`src/rtl/fetch_queue_pkg.sv`:
```
// rtl/fetch_queue_pkg.sv - shared constants and sizing helper for the fetch stage
package fetch_queue_pkg;

  localparam logic [31:0] NOP_INSTR         = 32'h0;
  localparam logic [31:0] BOOT_ADDR_DEFAULT = 32'h0;

  // Pointer width with one wrap bit so full and empty differ.
  function automatic int ptr_width(input int depth);
    return $clog2(depth) + 1;
  endfunction

endpackage

```
`src/rtl/fetch_queue_fifo.sv`:
```
// rtl/fetch_queue_fifo.sv - circular {pc, instr} buffer with sync flush and occupancy count
module fetch_queue_fifo
  import fetch_queue_pkg::*;
#(
  parameter int WORD_WIDTH = 32,
  parameter int DEPTH      = 4,
  parameter int PW         = ptr_width(DEPTH)
) (
  input  logic                  clk,
  input  logic                  rst,
  input  logic                  flush,
  input  logic                  push,
  input  logic [WORD_WIDTH-1:0] push_pc,
  input  logic [WORD_WIDTH-1:0] push_ir,
  input  logic                  pop,
  output logic [PW-1:0]         count,
  output logic [WORD_WIDTH-1:0] head_pc,
  output logic [WORD_WIDTH-1:0] head_ir
);

  logic [PW-1:0]           wr_ptr;
  logic [PW-1:0]           rd_ptr;
  logic [2*WORD_WIDTH-1:0] mem [DEPTH];
  logic [2*WORD_WIDTH-1:0] head;
  logic                    empty;

  always_ff @(posedge clk or posedge rst) begin
    if (rst) begin
      wr_ptr <= '0;
      rd_ptr <= '0;
    end else if (flush) begin
      wr_ptr <= '0;
      rd_ptr <= '0;
    end else begin
      if (push) wr_ptr <= wr_ptr + 1'b1;
      if (pop)  rd_ptr <= rd_ptr + 1'b1;
    end
  end

  always_ff @(posedge clk) begin
    if (push && !flush) mem[wr_ptr[PW-2:0]] <= {push_pc, push_ir};
  end

  assign count = wr_ptr - rd_ptr;
  assign empty = (count == '0);
  assign head  = mem[rd_ptr[PW-2:0]];

  // Decode sees a NOP and zero PC whenever nothing is queued.
  assign head_pc = empty ? '0 : head[2*WORD_WIDTH-1:WORD_WIDTH];
  assign head_ir = empty ? WORD_WIDTH'(NOP_INSTR) : head[WORD_WIDTH-1:0];

endmodule

```
`src/rtl/fetch_queue.sv`:
```
// rtl/fetch_queue.sv - instruction fetch with credit-limited prefetch into a small queue
module fetch_queue
  import fetch_queue_pkg::*;
#(
  parameter int                    ADDR_WIDTH = 9,
  parameter int                    WORD_WIDTH = 32,
  parameter logic [WORD_WIDTH-1:0] BOOT_ADDR  = WORD_WIDTH'(BOOT_ADDR_DEFAULT),
  parameter int                    DEPTH      = 4
) (
  input  logic                  clk,
  input  logic                  rst,
  input  logic                  jump,
  input  logic [WORD_WIDTH-1:0] target,
  output logic                  ram_en_b,
  output logic [ADDR_WIDTH-1:0] ram_addr_b,
  input  logic [WORD_WIDTH-1:0] ram_rdata_b,
  output logic                  id_valid,
  input  logic                  id_ready,
  output logic [WORD_WIDTH-1:0] pc_id,
  output logic [WORD_WIDTH-1:0] ir_id
);

  localparam int PW = ptr_width(DEPTH);

  logic [WORD_WIDTH-1:0] fpc;
  logic [WORD_WIDTH-1:0] tag;
  logic                  inflight;
  logic [PW-1:0]         count;
  logic [PW:0]           credit;
  logic                  pop;
  logic                  push;
  logic                  issue;

  assign id_valid = (count != '0);
  assign pop      = id_valid && id_ready;
  assign push     = inflight && !jump;

  // Entries held plus the word still returning, after this cycle's pop, must leave room.
  assign credit = {1'b0, count} + (PW+1)'(inflight) - (PW+1)'(pop);
  assign issue  = !rst && !jump && (credit < (PW+1)'(DEPTH));

  assign ram_en_b   = issue;
  assign ram_addr_b = fpc[ADDR_WIDTH-1:0];

  always_ff @(posedge clk or posedge rst) begin
    if (rst) begin
      fpc      <= BOOT_ADDR;
      tag      <= '0;
      inflight <= 1'b0;
    end else if (jump) begin
      fpc      <= target;
      inflight <= 1'b0;
    end else if (issue) begin
      fpc      <= fpc + 1'b1;
      tag      <= fpc;
      inflight <= 1'b1;
    end else begin
      inflight <= 1'b0;
    end
  end

  fetch_queue_fifo #(
    .WORD_WIDTH (WORD_WIDTH),
    .DEPTH      (DEPTH),
    .PW         (PW)
  ) u_fifo (
    .clk     (clk),
    .rst     (rst),
    .flush   (jump),
    .push    (push),
    .push_pc (tag),
    .push_ir (ram_rdata_b),
    .pop     (pop),
    .count   (count),
    .head_pc (pc_id),
    .head_ir (ir_id)
  );

endmodule

```
`config.mk`:
```
export PLATFORM = sky130hd
export DESIGN_NAME = fetch_queue
export DESIGN_NICKNAME = d
export VERILOG_FILES = /design/src/rtl/fetch_queue_pkg.sv /design/src/rtl/fetch_queue_fifo.sv /design/src/rtl/fetch_queue.sv
export SDC_FILE = /design/constraint.sdc
export NUM_CORES = 1
export LEC_CHECK = 0
export ABC_AREA = 0
export CORE_AREA = 10 10 176 162
export CTS_CLUSTER_SIZE = 30
export DETAILED_ROUTE_END_ITERATION = 16
export DIE_AREA = 0 0 186 172
export MAX_ROUTING_LAYER = met4
export PLACE_DENSITY = 0.79
export SYNTH_ARGS = -nofsm -noshare
export SYNTH_HDL_FRONTEND = slang
export SYNTH_HIERARCHICAL = 1
export SYNTH_SLANG_ARGS = --single-unit
```
`constraint.sdc`:
```
create_clock -name clk -period 5.1 [get_ports clk]
set_clock_uncertainty 0.15 [all_clocks]
set_input_delay 0.51 -clock clk [delete_from_list [all_inputs] [get_ports clk]]
set_output_delay 0.51 -clock clk [all_outputs]
set_load 0.02 [all_outputs]
```
==> results.md, run 1 <==
- Status: complete, no violations
- Final Non-Filler Cells: 1273
- Initial Util: 56.0%
- Max Root-Sink Buffers: 3
- Core area: 24800 sq um
- Post-synth EDFFs: 256
- Synth area leader: edfxtp_1
- Met2 Routed Length: 13200 um
- Syn nets: 881
- Hpwl dp: 16700 um
- Top Layer Used: met4
- Post-Syn Area per Cell: 17.3 sq um
- Sequential share of the synthesized area: 68.2%
- Min cycle time layout: 4.63 ns
- Crit start category: register
- Die W: 186 um
- Antenna-violating nets left: 0
- Fin util: 66.7%
- Clk sinks: approximately 330
- Final Cycle Share: 90.7%
- Dpl ws: 0.615 ns
- Post-route worst setup slack: 0.475 ns
- DRT met1 WL: between 10000 and 15000 um
- Clock latency at the later pin of the worst-skew pair: 0.50 ns
- Rel. slew slack: 30.2%
- Sequential power share: between 40% and 50%
- Fmax: 0.216 GHz
- Synth warnings: 6
- Clock transition at path regs: roughly 0.060 ns
- Req. time, crit path: 4.44 ns
- Sw frac: 31.2%
- Gr ovfl total: 0
- Hold WS: roughly 0.36 ns
- Class of the worst hold path: register to register
- Max cap viols: 0
- Via count: around 7600
- Crit. End Element: output port
- First-pass GRT wire length: 43900 um
- Die height: 172 um
- Largest net degree at the start of global routing: 67
- Pleak: 5.58 nW
- Slew at the pin closest to its max-slew limit: about 1.0 ns
- NetSw: about 0.0027 W
- Max VDD drop: 0.000300 V
- Initial antenna violation count: 0
- Final slew viol count: 0
- Worst EP arrival: 3.97 ns
- H-tree Lvls: 2
- Most common cell in the netlist: edfxtp_1
- Postcts setup bufs: 0
- Pwr Density: 531 nW/um^2
- Via-to-Cell Ratio: roughly 6
- Inserted Diodes: 0
- Nets: 1014
- # DRC: 0
- DP Cell Count: between 1000 and 1500
- Clock power share: 27.5%
- Per-cell routed wire length: 21.9 um
- Drt total wl: 27900 um
- 1st-iter DRT viols: between 600 and 700
- Share of synthesized registers carrying an async set or reset: 21.7%
- GRT Overall Usage: 18.1%
- Crit path kind: register to output port
- CTS Hold Bufs: 0
- Rows: 55
- PortBufs: 142
- Initial DRT Pass Iterations: 5
- Combinational share of power: 32.6%
- Met3 WL: about 1600 um
- Vias in the first global route: 7831
- Clk root buf: clkbuf_16
- Ratio of cells with drive above 1 in the final layout: 19.2%
- Crit-path max FO: 5
- P&R area growth vs syn: 19.0%
- Mapped Cells: roughly 800
- Setup TNS: 0 ns
- Internal power: between 0.006 and 0.007 W
- Mapped Area: around 14000 sq um
- Count of cell types in the netlist: 61
- Die area: approximately 32000 sq um
- CTS Buf Count: 35
- Placer Congestion: ~0.86
- Final Hold Viols: 0
- Post-synth top area share: 55.4%
- I/O pin cnt: between 100 and 150
- Synth Flop Type: edfxtp_1
- RSZ-0062 raised after global routing: no
- Ranking of synthesized cells by area: edfxtp_1, dfrtp_1, mux4_2, mux2_2, a21boi_1
- Top cells by count, synth: edfxtp_1, dfrtp_1, mux4_2
- CTS tree: done
- Synth Register Bits: 327
- Setup violations, final: 0
## placed cells by master, fill, tap and decap left out, types with 10 or more instances in the layout
master,instances
edfxtp_1,256
clkdlybuf4s50_1,140
dfrtp_1,69
mux4_2,64
a21boi_1,50
clkbuf_16,37
nand2_1,36
mux2_2,34
inv_1,19
nor2_1,18
a21boi_0,14
nand3_1,13
a31oi_1,13
nand4_1,12
buf_4,12
xnor2_1,11
o21ai_0,11
ha_1,10
clkbuf_1,10
## registers in the layout, indices dropped and copies added, names as in the netlist
signal / count
fpc: 32
inflight: 1
tag: 32
u_fifo/mem: 256
u_fifo/rd_ptr: 3
u_fifo/wr_ptr: 3
## layer usage
layer	track usage, %	up-vias
met1	24.6	3871
met5	-	-
met4	4.83	0
li1	-	3434
met3	3.25	40
met2	28.1	259
## kinds of logic after synthesis
family          count (synthesis)  synth area share, %
flops                         327                 68.2
fa+ha+maj                      11                 1.05
xor+xnor                       14                0.982
mux                           106                 13.7
buf+inv                        79                 3.35
simple gates                  137                 5.61
compound gates                128                 7.13
## power groups by stage
stage	Clock [W]	Sequential (W)	Combinational (W)
after floorplan	0	0.00346	0.00186
after global placement	0	0.00354	0.00286
after detailed placement	0	0.00356	0.00290
after CTS	0.00246	0.00351	0.00291
after global routing	0.00257	0.00355	0.00307
final	0.00241	0.00350	0.00286
## final timing paths
check,slack (ns),endpoint,start,cells past startpoint
min in group asynchronous,0.54,u_fifo/wr_ptr[2]$_DFFE_PP0P_,rst,2
worst min register to register,0.36,u_fifo/mem[3][51]$_DFFE_PP_,tag[19]$_DFFE_PP0P_,0
max in group asynchronous,3.10,tag[24]$_DFFE_PP0P_,rst,3
worst min-delay path,0.36,u_fifo/mem[3][51]$_DFFE_PP_,tag[19]$_DFFE_PP0P_,0
worst max register to register,0.60,fpc[16]$_DFFE_PP0P_,u_fifo/wr_ptr[0]$_DFFE_PP0P_,18
worst max-delay path,0.47,ram_en_b,u_fifo/wr_ptr[0]$_DFFE_PP0P_,15
## per-stage QoR
| stage | power [W] | cell area [sq um] |
|---|---|---|
| finish | 0.00877 | 16500 |
| global route | 0.00919 | 16500 |
| CTS | 0.00888 | 16500 |
| detailed placement | 0.00646 | 15400 |
| global placement | 0.00640 | 15400 |
| floorplan | 0.00532 | 13900 |
## worst max-delay path, stage by stage (launching register included)
cell and delay [ns]:
dfrtp_1 0.40, inv_1 0.11, ha_1 0.22, fa_1 0.37, xnor3_2 0.23, inv_1 0.12
inv_1 0.07, nand3_1 0.08, and2_1 0.24, ha_1 0.18, inv_1 0.04, ha_1 0.31
nand3b_4 0.09, a211o_1 0.31, a311oi_1 0.38, dlymetal6s2s_1 0.30
## layout make-up
class                           count  area, sq um
Multi-Input combinational cell    396         3970
Clock inverter                     13          116
Clock buffer                       49          991
Sequential cell                   327         9470
Fill cell                        1686         8250
Timing Repair Buffer              154         1510
Inverter                           21         78.8
Tap cell                          313          392
## repair_timing
item / in CTS / in global routing
resized for setup: 0 / 1
endpoints found under the hold margin: 0 / 0
setup endpoints to repair: 0 / 1
(Power assumes the default switching activity.)
==> run 2, diff against run 1 <==
PLACE_DENSITY = 0.85   (was 0.79)
==> run 2 against run 1 <==
- utilization rose by 0.81 points
- hold slack got worse by 0.0068 ns
- design area rose by 1.2%
- combinational power rose by 2%
- largest cell class unchanged
- highest routed layer unchanged
==> results.md, run 2 (synthesis results as in run 1) <==
- Status: complete, no violations
- Initial antenna violation count: 0
- Rows: 55
- Most frequent CP cell: inv_1
- Req. time, crit path: around 4.4 ns
- Pwr Density: 549 nW/um^2
- Setup TNS: 0 ns
- Nets: 1017
- Final slew viol count: 0
- Buf+Inv Stages, Crit Path: 6
- CTS tree: done
- P&R area growth vs syn: 20.4%
- Pleak: 5.69 nW
- Commonest non-fill, non-tap cell in the layout: edfxtp_1
- First-pass GRT wire length: 44600 um
- CTS Buf Count: 34
- Max VDD drop: 0.000418 V
- Vias in the first global route: 7892
- Worst R2R Setup Slack: 0.65 ns
- GRT Overall Usage: between 10% and 20%
- Most frequent cells in the layout: edfxtp_1, clkdlybuf4s50_1, dfrtp_1
- Clk sinks: 327
- Crit-path max FO: 17
- Clock transition at path regs: 0.06 ns
- Crit start category: register
- Die height: 172 um
- Gr ovfl total: 0
- Antenna-violating nets left: 0
- Clk root buf: clkbuf_16
- Final Hold Viols: 0
- Crit path largest cell delay: 0.41 ns
- Final Cycle Share: between 80% and 90%
- PortBufs: 142
- Rel. slew slack: 30.3%
- Fmax: 0.218 GHz
- Core area: between 20000 and 25000 sq um
- Largest net degree at the start of global routing: 67
- Hpwl dp: 17300 um
- H-tree Lvls: 2
- Via count: 7710
- Placer Congestion: 0.870
- Crit path max-delay family: adder cells
- Initial DRT Pass Iterations: 5
- Max reg flops: 256
- Crit path kind: register to output port
- Postcts setup bufs: 0
- Fill cells: 1614
- Initial Util: 56.0%
- Ratio of cells with drive above 1 in the final layout: just over 20%
- Crit. End Element: output port
- Min cycle time layout: 4.59 ns
- Class of the worst hold path: register to register
- Fin util: 67.5%
- Drt total wl: 28500 um
- Inserted Diodes: 0
- RSZ-0062 raised after global routing: no
- Die W: 186 um
- Per-cell routed wire length: 22.3 um
- CP Cell Sequence: inv_1 -> ha_1 -> fa_1 -> xnor3_2 -> inv_1 -> inv_1 -> nand3_1 -> and2_1 -> ha_1 -> inv_1 -> ha_1 -> nand3b_4 -> nand4_2 -> buf_4 -> a311oi_1 -> dlymetal6s2s_1
- Critical-path cell with the highest stage delay: dfrtp_1
- Die area: 32000 sq um
- 1st-iter DRT viols: roughly 610
- Clock latency at the later pin of the worst-skew pair: 0.51 ns
- Slew at the pin closest to its max-slew limit: 1.05 ns
- Max cap viols: 0
- Worst EP arrival: 3.93 ns
- Via-to-Cell Ratio: 6.04
- # DRC: 0
- Max Root-Sink Buffers: 3
- I/O pin cnt: ~140
- Setup violations, final: 0
run 2: cell count changes in the layout (fill, tap and decap cells not counted):
cell	previous run	this run
clkinvlp_4	3	1
clkbuf_1	10	6
clkinv_4	0	1
clkinv_2	3	4
buf_12	0	1
inv_6	0	1
bufinv_16	2	8
clkinv_1	5	1
buf_4	12	15
run 2: metal layers:
layer	wire length (um)	GRT usage, %	vias up
met5	0	-	-
met4	394	4.48	0
met3	1860	3.04	33
met2	13500	28.0	284
met1	12700	25.6	3950
li1	-	-	3443
run 2: repair_timing:
action                                 CTS  global route
hold buffers                             0             0
gates resized for setup                  0             1
setup endpoints to repair                0             1
endpoints found under the hold margin    0             0
run 2: final timing paths:
path / to / from / cells past startpoint
max: ram_en_b / u_fifo/wr_ptr[0]$_DFFE_PP0P_ / 16
min: tag[31]$_DFFE_PP0P_ / fpc[31]$_DFFE_PP0P_ / 1
max reg2reg: fpc[16]$_DFFE_PP0P_ / u_fifo/wr_ptr[0]$_DFFE_PP0P_ / 18
min reg2reg: tag[31]$_DFFE_PP0P_ / fpc[31]$_DFFE_PP0P_ / 1
max in group asynchronous: tag[19]$_DFFE_PP0P_ / rst / 3
min in group asynchronous: u_fifo/wr_ptr[2]$_DFFE_PP0P_ / rst / 2
run 2: through the flow:
stage               cells  worst slack, ns  total power (W)  area, sq um  hold slack, ns
finish               1276            0.514          0.00917        16700           0.356
global route         1276            0.255          0.00959        16700           0.393
CTS                  1276            0.120          0.00928        16700           0.361
detailed placement   1215            0.677          0.00652        15500           0.347
global placement     1215            0.682          0.00643        15500           0.335
floorplan             802            0.482          0.00532        13900           0.151
run 2: final cells by class:
class / instances / area, sq um / share of cell area, %
clock buffer: 45 / 976 / 5.84
tap: 313 / 392 / 2.34
inverter: 21 / 78.8 / 0.471
timing repair buffer: 158 / 1550 / 9.28
sequential: 327 / 9470 / 56.6
clock inverter: 16 / 289 / 1.73
multi-input combinational: 396 / 3970 / 23.7
run 2: power by group:
part	internal (W)	total [W]	switching (W)
Combinational	0.00136	0.00293	0.00156
Clock	0.00176	0.00274	0.000979
Sequential	0.00325	0.00351	0.000257
Total	0.00638	0.00917	0.00280
